File: src/rtl/mem_arb_pkg.sv
// Shared definitions for the two-port data-memory arbiter.
//   state_t   : transaction sequencer states (IDLE -> ACCESS -> RESP)
//   PORT_CPU  : index of the CPU datapath requester
//   PORT_DBG  : index of the switch/button debug/IO requester
//   NUM_PORTS : number of requesters sharing the memory
package mem_arb_pkg;

  typedef enum logic [1:0] {
    IDLE   = 2'd0,
    ACCESS = 2'd1,
    RESP   = 2'd2
  } state_t;

  localparam int unsigned PORT_CPU  = 0;
  localparam int unsigned PORT_DBG  = 1;
  localparam int unsigned NUM_PORTS = 2;

endpackage

File: src/rtl/mem_port_arbiter_rr.sv
// Two-way round-robin grant selection (purely combinational).
//   i_eligible    : per-port eligible bits (req and not currently acked)
//   i_ptr         : priority port, wins when both are eligible
//   o_winner      : index of the granted port
//   o_grant_valid : at least one port is eligible
module rr_arbiter2
  import mem_arb_pkg::*;
(
  input  logic [NUM_PORTS-1:0] i_eligible,
  input  logic                 i_ptr,
  output logic                 o_winner,
  output logic                 o_grant_valid
);

  always_comb begin
    o_grant_valid = |i_eligible;
    o_winner      = 1'b0;
    if (i_eligible[PORT_CPU] && i_eligible[PORT_DBG]) begin
      o_winner = i_ptr;
    end else if (i_eligible[PORT_DBG]) begin
      o_winner = 1'b1;
    end
  end

endmodule

File: src/rtl/mem_port_arbiter.sv
// Shares a single-port synchronous data memory between the CPU (port 0)
// and the debug/IO path (port 1). Each access runs IDLE -> ACCESS -> RESP
// and is completed by a one-cycle ack pulse to the owning port.
//   clk, rst             : clock, asynchronous active-high reset
//   m0_* / m1_*          : requester ports (req/we/addr/wdata in, ack/rdata out)
//   mem_addr/we/wdata    : registered memory controls
//   mem_q                : memory read data (one-cycle synchronous read)
//   busy                 : high while in ACCESS or RESP
module mem_port_arbiter
  import mem_arb_pkg::*;
#(
  parameter int unsigned ADDR_WIDTH = 6,
  parameter int unsigned DATA_WIDTH = 16
) (
  input  logic                  clk,
  input  logic                  rst,
  input  logic                  m0_req,
  input  logic                  m0_we,
  input  logic [ADDR_WIDTH-1:0] m0_addr,
  input  logic [DATA_WIDTH-1:0] m0_wdata,
  output logic                  m0_ack,
  output logic [DATA_WIDTH-1:0] m0_rdata,
  input  logic                  m1_req,
  input  logic                  m1_we,
  input  logic [ADDR_WIDTH-1:0] m1_addr,
  input  logic [DATA_WIDTH-1:0] m1_wdata,
  output logic                  m1_ack,
  output logic [DATA_WIDTH-1:0] m1_rdata,
  output logic [ADDR_WIDTH-1:0] mem_addr,
  output logic                  mem_we,
  output logic [DATA_WIDTH-1:0] mem_wdata,
  input  logic [DATA_WIDTH-1:0] mem_q,
  output logic                  busy
);

  state_t                r_state, w_state_nxt;
  logic                  r_sel, w_sel_nxt;
  logic                  r_ptr, w_ptr_nxt;
  logic                  r_wr, w_wr_nxt;
  logic [NUM_PORTS-1:0]  r_ack, w_ack_nxt;
  logic [DATA_WIDTH-1:0] r_rdata0, w_rdata0_nxt;
  logic [DATA_WIDTH-1:0] r_rdata1, w_rdata1_nxt;
  logic [ADDR_WIDTH-1:0] r_mem_addr, w_mem_addr_nxt;
  logic [DATA_WIDTH-1:0] r_mem_wdata, w_mem_wdata_nxt;
  logic                  r_mem_we, w_mem_we_nxt;
  logic                  r_busy;

  logic [NUM_PORTS-1:0]  w_eligible;
  logic                  w_winner;
  logic                  w_grant_valid;

  // A port being acked this cycle is masked, so a held req is not re-granted.
  assign w_eligible = {m1_req & ~r_ack[PORT_DBG], m0_req & ~r_ack[PORT_CPU]};

  rr_arbiter2 u_rr (
    .i_eligible    (w_eligible),
    .i_ptr         (r_ptr),
    .o_winner      (w_winner),
    .o_grant_valid (w_grant_valid)
  );

  always_comb begin
    w_state_nxt     = r_state;
    w_sel_nxt       = r_sel;
    w_ptr_nxt       = r_ptr;
    w_wr_nxt        = r_wr;
    w_ack_nxt       = '0;
    w_rdata0_nxt    = r_rdata0;
    w_rdata1_nxt    = r_rdata1;
    w_mem_addr_nxt  = r_mem_addr;
    w_mem_wdata_nxt = r_mem_wdata;
    w_mem_we_nxt    = 1'b0;
    case (r_state)
      IDLE: begin
        if (w_grant_valid) begin
          w_sel_nxt       = w_winner;
          w_wr_nxt        = w_winner ? m1_we : m0_we;
          w_mem_we_nxt    = w_winner ? m1_we : m0_we;
          w_mem_addr_nxt  = w_winner ? m1_addr : m0_addr;
          w_mem_wdata_nxt = w_winner ? m1_wdata : m0_wdata;
          w_state_nxt     = ACCESS;
        end
      end
      ACCESS: begin
        w_state_nxt = RESP;
      end
      RESP: begin
        w_ack_nxt[r_sel] = 1'b1;
        if (!r_wr) begin
          if (r_sel) w_rdata1_nxt = mem_q;
          else       w_rdata0_nxt = mem_q;
        end
        w_ptr_nxt   = ~r_sel;
        w_state_nxt = IDLE;
      end
      default: begin
        w_state_nxt = IDLE;
      end
    endcase
  end

  always_ff @(posedge clk or posedge rst) begin
    if (rst) begin
      r_state     <= IDLE;
      r_sel       <= 1'b0;
      r_ptr       <= 1'b0;
      r_wr        <= 1'b0;
      r_ack       <= '0;
      r_rdata0    <= '0;
      r_rdata1    <= '0;
      r_mem_addr  <= '0;
      r_mem_wdata <= '0;
      r_mem_we    <= 1'b0;
      r_busy      <= 1'b0;
    end else begin
      r_state     <= w_state_nxt;
      r_sel       <= w_sel_nxt;
      r_ptr       <= w_ptr_nxt;
      r_wr        <= w_wr_nxt;
      r_ack       <= w_ack_nxt;
      r_rdata0    <= w_rdata0_nxt;
      r_rdata1    <= w_rdata1_nxt;
      r_mem_addr  <= w_mem_addr_nxt;
      r_mem_wdata <= w_mem_wdata_nxt;
      r_mem_we    <= w_mem_we_nxt;
      r_busy      <= (w_state_nxt != IDLE);
    end
  end

  assign m0_ack    = r_ack[PORT_CPU];
  assign m1_ack    = r_ack[PORT_DBG];
  assign m0_rdata  = r_rdata0;
  assign m1_rdata  = r_rdata1;
  assign mem_addr  = r_mem_addr;
  assign mem_we    = r_mem_we;
  assign mem_wdata = r_mem_wdata;
  assign busy      = r_busy;

endmodule

File: config.mk
export PLATFORM = sky130hd
export DESIGN_NAME = mem_port_arbiter
export DESIGN_NICKNAME = d
export VERILOG_FILES = /design/src/rtl/mem_arb_pkg.sv /design/src/rtl/mem_port_arbiter_rr.sv /design/src/rtl/mem_port_arbiter.sv
export SDC_FILE = /design/constraint.sdc
export NUM_CORES = 1
export LEC_CHECK = 0
export ABC_AREA = 0
export CORE_MARGIN = 3
export CORE_UTILIZATION = 41
export DETAILED_ROUTE_END_ITERATION = 6
export GPL_TIMING_DRIVEN = 0
export HOLD_SLACK_MARGIN = 0.03
export PLACE_DENSITY_LB_ADDON = 0.05
export SETUP_SLACK_MARGIN = 0.1
export SYNTH_ARGS = -nofsm -noshare
export SYNTH_HDL_FRONTEND = slang
export SYNTH_HIERARCHICAL = 1
export SYNTH_SLANG_ARGS = --single-unit
File: constraint.sdc
create_clock -name clk -period 2.3 [get_ports clk]
set_clock_uncertainty 0.2 [all_clocks]
set_input_delay 0.345 -clock clk [delete_from_list [all_inputs] [get_ports clk]]
set_output_delay 0.345 -clock clk [all_outputs]
set_load 0.005 [all_outputs]
# --- Word level (Yosys, flattened, before mapping) ---
# Cells that the tools add are included.
classes:
  order_cmp: 2
  eq_ne: 2
  n_mux: 12
  bitwise_logic: 6
  reduce_logical: 8
ops:
  columns: ["cell", "count"]
  rows:
  - ["16-bit 2-to-1 mux", 1]
  - ["1-bit 2-to-1 mux", 6]
  - ["6-bit 2-to-1 mux", 1]
  - ["3-bit AND reduction", 2]
  - ["2-bit 2-to-1 mux", 2]
  - ["1-bit inverter", 4]
  - ["2-bit one-hot mux with 2 select lines", 1]
  - ["1-bit bitwise AND", 2]
  - ["2-bit by 1-bit equality test with 1-bit output, second input constant", 1]
  - ["2-bit equality test, second input constant", 1]
  - ["1-bit logical AND", 2]
  - ["2-bit zero test", 1]
  - ["1-bit by 2-bit < comparator with 1-bit output, second input constant", 1]
  - ["2-bit AND reduction", 1]
  - ["2-bit nonzero test", 1]
  - ["2-bit OR reduction", 1]
  - ["1-bit demux with 1-bit select", 1]
  - ["1-bit >= comparator, second input constant", 1]
totals:
  register_bits: 63
  input_bits: 66
  elab_cells: 41

# --- Longest topological paths before layout ---
logic_depth:
  word_depth: 7
  mapped_depth: 6
  ltp_nobuf: 4

# --- Cells and area by module ---
# The synthesis kept the hierarchy.
modules_own_cells:
  columns: ["module", "instances", "cells_each", "area_each_um2", "seq_area_each_um2"]
  rows:
  - ["mem_port_arbiter", 1, 166, 2642.5, 1576.5]
  - ["rr_arbiter2", 1, 3, 17.5, 0.0]

# --- Worst setup path before layout ---
# Ideal clock, no wire load.
synth_path:
  kind: "reg-to-reg"
  startpoint: "reg r_ack[1]"
  endpoint: "reg r_mem_addr[1] (netlist: mem_addr[1])"
  setup_time_ps: 125
  arrival_time_ps: 1676
  path_slack_ps: 299
  path_stages_with_launch: 7
  n_path_buf: 2
  synth_period_minus_slack_ps: 2001
  cell_sequence: "dfrtp_1 -> nor2b_1 -> a21boi_1 -> clkbuf_1 -> buf_2 -> mux2_2 -> mux2_2"
synth_via:
  elab_chain_len: 5
  elab_cells_between_ends: 8
  cone_classes: "3 x mux; 2 x bitwise; 3 x reduce/logical"
synth_rtl:
  columns: ["item", "line_no", "source"]
  rows:
  - ["start, declared", "mem_port_arbiter.sv:40", "logic [NUM_PORTS-1:0] r_ack, w_ack_nxt;"]
  - ["start signal, assigned", "mem_port_arbiter.sv:120", "r_ack <= w_ack_nxt;"]
  - ["1-bit inverter (*)", "mem_port_arbiter.sv:53", "assign w_eligible = {m1_req & ~r_ack[PORT_DBG], m0_req & ~r_ack[PORT_CPU]};"]
  - ["1-bit bitwise AND (*)", "mem_port_arbiter.sv:53", null]
  - ["named net w_eligible[1]", "mem_port_arbiter.sv:48", "logic [NUM_PORTS-1:0] w_eligible;"]
  - ["1-bit 2-to-1 mux or 1-bit logical AND (tied branches)", "mem_port_arbiter_rr.sv:20, mem_port_arbiter_rr.sv:18", null]
  - ["1-bit 2-to-1 mux (*)", "mem_port_arbiter_rr.sv:18", "if (i_eligible[PORT_CPU] && i_eligible[PORT_DBG]) begin"]
  - ["named net w_winner", "mem_port_arbiter.sv:49", "logic w_winner;"]
  - ["6-bit 2-to-1 mux (*)", "mem_port_arbiter.sv:79", "w_mem_addr_nxt = w_winner ? m1_addr : m0_addr;"]
  - ["end signal, assigned", "mem_port_arbiter.sv:123", "r_mem_addr <= w_mem_addr_nxt;"]
  - ["end, declared", "mem_port_arbiter.sv:43", "logic [ADDR_WIDTH-1:0] r_mem_addr, w_mem_addr_nxt;"]
# The timed path passes the listed nets; every way through them passes the cells marked *.
# A chain may end at the register's enable or synchronous reset.

# --- Final worst setup path ---
layout_path:
  startpoint: "in m1_req"
  endpoint: "reg r_mem_wdata[6] (netlist: mem_wdata[6])"
layout_via:
  elab_chain_len: 4
  elab_cells_between_ends: 7
  cone_classes: "3 x mux; 1 x bitwise; 3 x reduce/logical"
layout_rtl:
  columns: ["item", "line_no", "source"]
  rows:
  - ["start, declared", "mem_port_arbiter.sv:23", "input logic m1_req,"]
  - ["1-bit bitwise AND (*)", "mem_port_arbiter.sv:53", null]
  - ["named net w_eligible[1]", "mem_port_arbiter.sv:48", null]
  - ["1-bit 2-to-1 mux or 1-bit logical AND (tied branches)", "mem_port_arbiter_rr.sv:20, mem_port_arbiter_rr.sv:18", null]
  - ["1-bit 2-to-1 mux (*)", "mem_port_arbiter_rr.sv:18", null]
  - ["named net w_winner", "mem_port_arbiter.sv:49", null]
  - ["16-bit 2-to-1 mux (*)", "mem_port_arbiter.sv:80", "w_mem_wdata_nxt = w_winner ? m1_wdata : m0_wdata;"]
  - ["end signal, assigned", "mem_port_arbiter.sv:124", "r_mem_wdata <= w_mem_wdata_nxt;"]
  - ["end, declared", "mem_port_arbiter.sv:44", "logic [DATA_WIDTH-1:0] r_mem_wdata, w_mem_wdata_nxt;"]
# Marked as above.

==> impl_metrics.ini <==
[outcome]
outcome = finished, final reports clean

[synthesis]
synth_top_family_by_area = multiplexers
yosysSeqAreaShare_pct = 59.3
ys_ff_latch = 63
synth_compound_area_share_pct = 0.564
muxShareOfSynthArea_pct = 33.3
yosys.area_share.simple_pct = 3.72
syn_nets = 235
yosysWarnings = 6
syn_inst = 169
avgSynthCellArea_um2 = 15.7
synth_xor_area_share_pct = 0
syn-cell-area_mm2 = 0.00266
synth-adder-area-share_pct = 0
synth_cell_types = 18

[worst_setup_path]
cpMaxStageDelayCell = clkdlybuf4s50_1
ff2ff_setup_slack_ps = 290
path_class = in2reg
cp_max_fo = 10
rr_startpoint = r_ack[1]$_DFF_PP0_
cp-end-kind = register
worst_setup_path_start_kind = input port
worstPathRequired_ps = 2310
arrival_ps = 2140
cp_common_cell = mux2_2
critical_path.top_delay_family = buffers and inverters
path_cells = clkdlybuf4s50_1 > nor2b_1 > a21boi_1 > buf_2 > buf_6 > mux2_2 > mux2_2
crit_buf_inv = 3
setup.worst_path.start = m1_req
max_stage_delay_ps = 450

[sta]
finalCritPeriodShare_pct = 92.7
rsz0062_at_grt = no
min_period_ps = 2130
slew_headroom_pct = 63.7
finalHoldViolCount = 0
tightest_slew_ps = 543
finalSetupViolations = 0
slew_viol_final = 0
timing.hold.ws_ps = 167
fmax_ghz = 0.469

[die]
core_area_mm2 = 0.00610
placementRows = 28
start_util_pct = 43.6
die_h_um = 86.5
dieArea_mm2 = 0.00749
num_io_pins = 124
die_w_um = 86.5

[clock_network]
ctsHoldBuffers = 0
clk_pin_slew_ps = 70
root_buffer = clkbuf_8
clk-insertion-delay-late_ps = 320
cts_resized = 3
cts_buffer_depth = 2
cts_max_level = 3
clock-sinks = 63
cts_setup_buffers = 0
numCtsBuffers = 9
cts_tree = yes

[placed_design]
gp_congestion = 0.709
hpwl_um = 4250
portBuffers = 123
dp_cells = 368

[layout]
drive_gt1_share_pct = 34.0
layout.nets = 370
areaGrowthSynthToFinish_pct = 58.2
final_cells = 384
antenna_cells = 0
fin_util_pct = 69.0

[drt]
drt_first_pass_iters = 2
drcViolationCount = 0
finalWirelength_um = 5660
ant_nets = 0
num_vias = 1795
drtIter0Drc = 16
wl_per_cell_um = 14.8
vias_per_cell = 4.67

[power]
irDropWorstVdd_mv = 0.636
powerDensity_mw_per_mm2 = 1230
p_leak_uw = 0.00176

[grt]
antenna_found_initial = 0
grt_pass1_wl_um = 8960
grt_overflow = 0
grt_max_degree = 42
grt_use_total_pct = 15.6
grt_pass1_vias = 1867

[worst_hold_path]
hp-class = in2async

[run]
drv_cap = 0
## where the power goes
| part | switching [uW] | internal, uW | leakage, uW |
|---|---|---|---|
| clock network | 409 | 497 | 0.0000960 |
| logic | 684 | 1640 | 0.000905 |
| registers | 287 | 1660 | 0.000759 |
## worst paths after layout
check	end	cells after the start
hold reg to reg	r_ptr$_DFFE_PP0P_	1
setup reg to reg	mem_wdata[6]$_DFFE_PP0P_	6
min in group clk	r_ptr$_DFFE_PP0P_	1
max in group asynchronous	mem_addr[4]$_DFFE_PP0P_	3
setup / recovery	mem_wdata[6]$_DFFE_PP0P_	7
hold / removal	m1_rdata[11]$_DFFE_PP0P_	2
## per-layer routing
metal / global-route usage (%) / part of all wire, % / up-vias
li1: - / - / 865
met1: 20.1 / 43 / 837
met2: 23.9 / 45 / 83
met3: 5.51 / 10 / 10
met4: 6.37 / 1.4 / 0
met5: 0 / 0 / -
## placed cells by master (no fill, tap or decap), types with 2 or more instances in the layout
cell	instances
clkdlybuf4s50_1	123
nor2b_1	4
dfrtp_1	63
mux2_2	77
mux2i_1	2
clkbuf_8	9
nor3b_1	2
buf_2	2
buf_4	2
inv_1	3
clkinv_2	3
buf_6	5
## synth_stat cells, drive strengths merged
cell type   n  share of area (%)
mux2       77                 33
dfrtp      63                 59
buf         8                2.4
inv         4               0.56
nor2b       4               0.94
mux2i       2               0.75
nor3b       2               0.56
or2         2               0.47
a21boi      1               0.28
a21o        1               0.28
and4bb      1               0.47
clkbuf      1               0.14
nand2b      1               0.24
nor2        1               0.14
nor4b       1               0.89
## cell type report
class / count / area, um^2
clock inverter: 6 / 61.3
sequential: 63 / 1580
buffer: 9 / 81.3
fill: 460 / 1890
timing repair buffer: 124 / 1250
tap: 75 / 93.8
inverter: 4 / 15.0
clock buffer: 10 / 128
multi-input combinational: 93 / 1000
## sequential cells by signal, indices dropped and copies added, names as in the netlist
signal / count
busy: 1
r_ack: 2
r_ptr: 1
r_state: 2
r_wr: 1
mem_addr: 6
mem_wdata: 16
r_sel: 1
m1_rdata: 16
mem_we: 1
m0_rdata: 16
## worst register-to-register path: stages, from the launching register on
cell      delay, ps
dfrtp_1         370
nor2b_1         140
a21boi_1        180
buf_2           210
buf_6           180
mux2_2          360
mux2_2          260
## stage by stage
| stage | setup slack, ps | power, uW | cell area [um^2] | TNS, ps |
|---|---|---|---|---|
| finish | 167 | 5180 | 4210 | 0 |
| global route | 95.0 | 5520 | 4210 | 0 |
| CTS | 115 | 5260 | 4200 | 0 |
| detailed placement | -386 | 4330 | 4010 | -6780 |
| global placement | -921 | 4270 | 3990 | -63880 |
| floorplan | 185 | 2980 | 2660 | 0 |
## logic make-up (layout without fill, tap and decap cells)
logic type,Yosys count,after routing
compound gates,2,2
buf+inv,13,153
mux,79,79
simple gates,12,12
flops,63,63
Note: power is estimated with default switching activity, not from simulation.
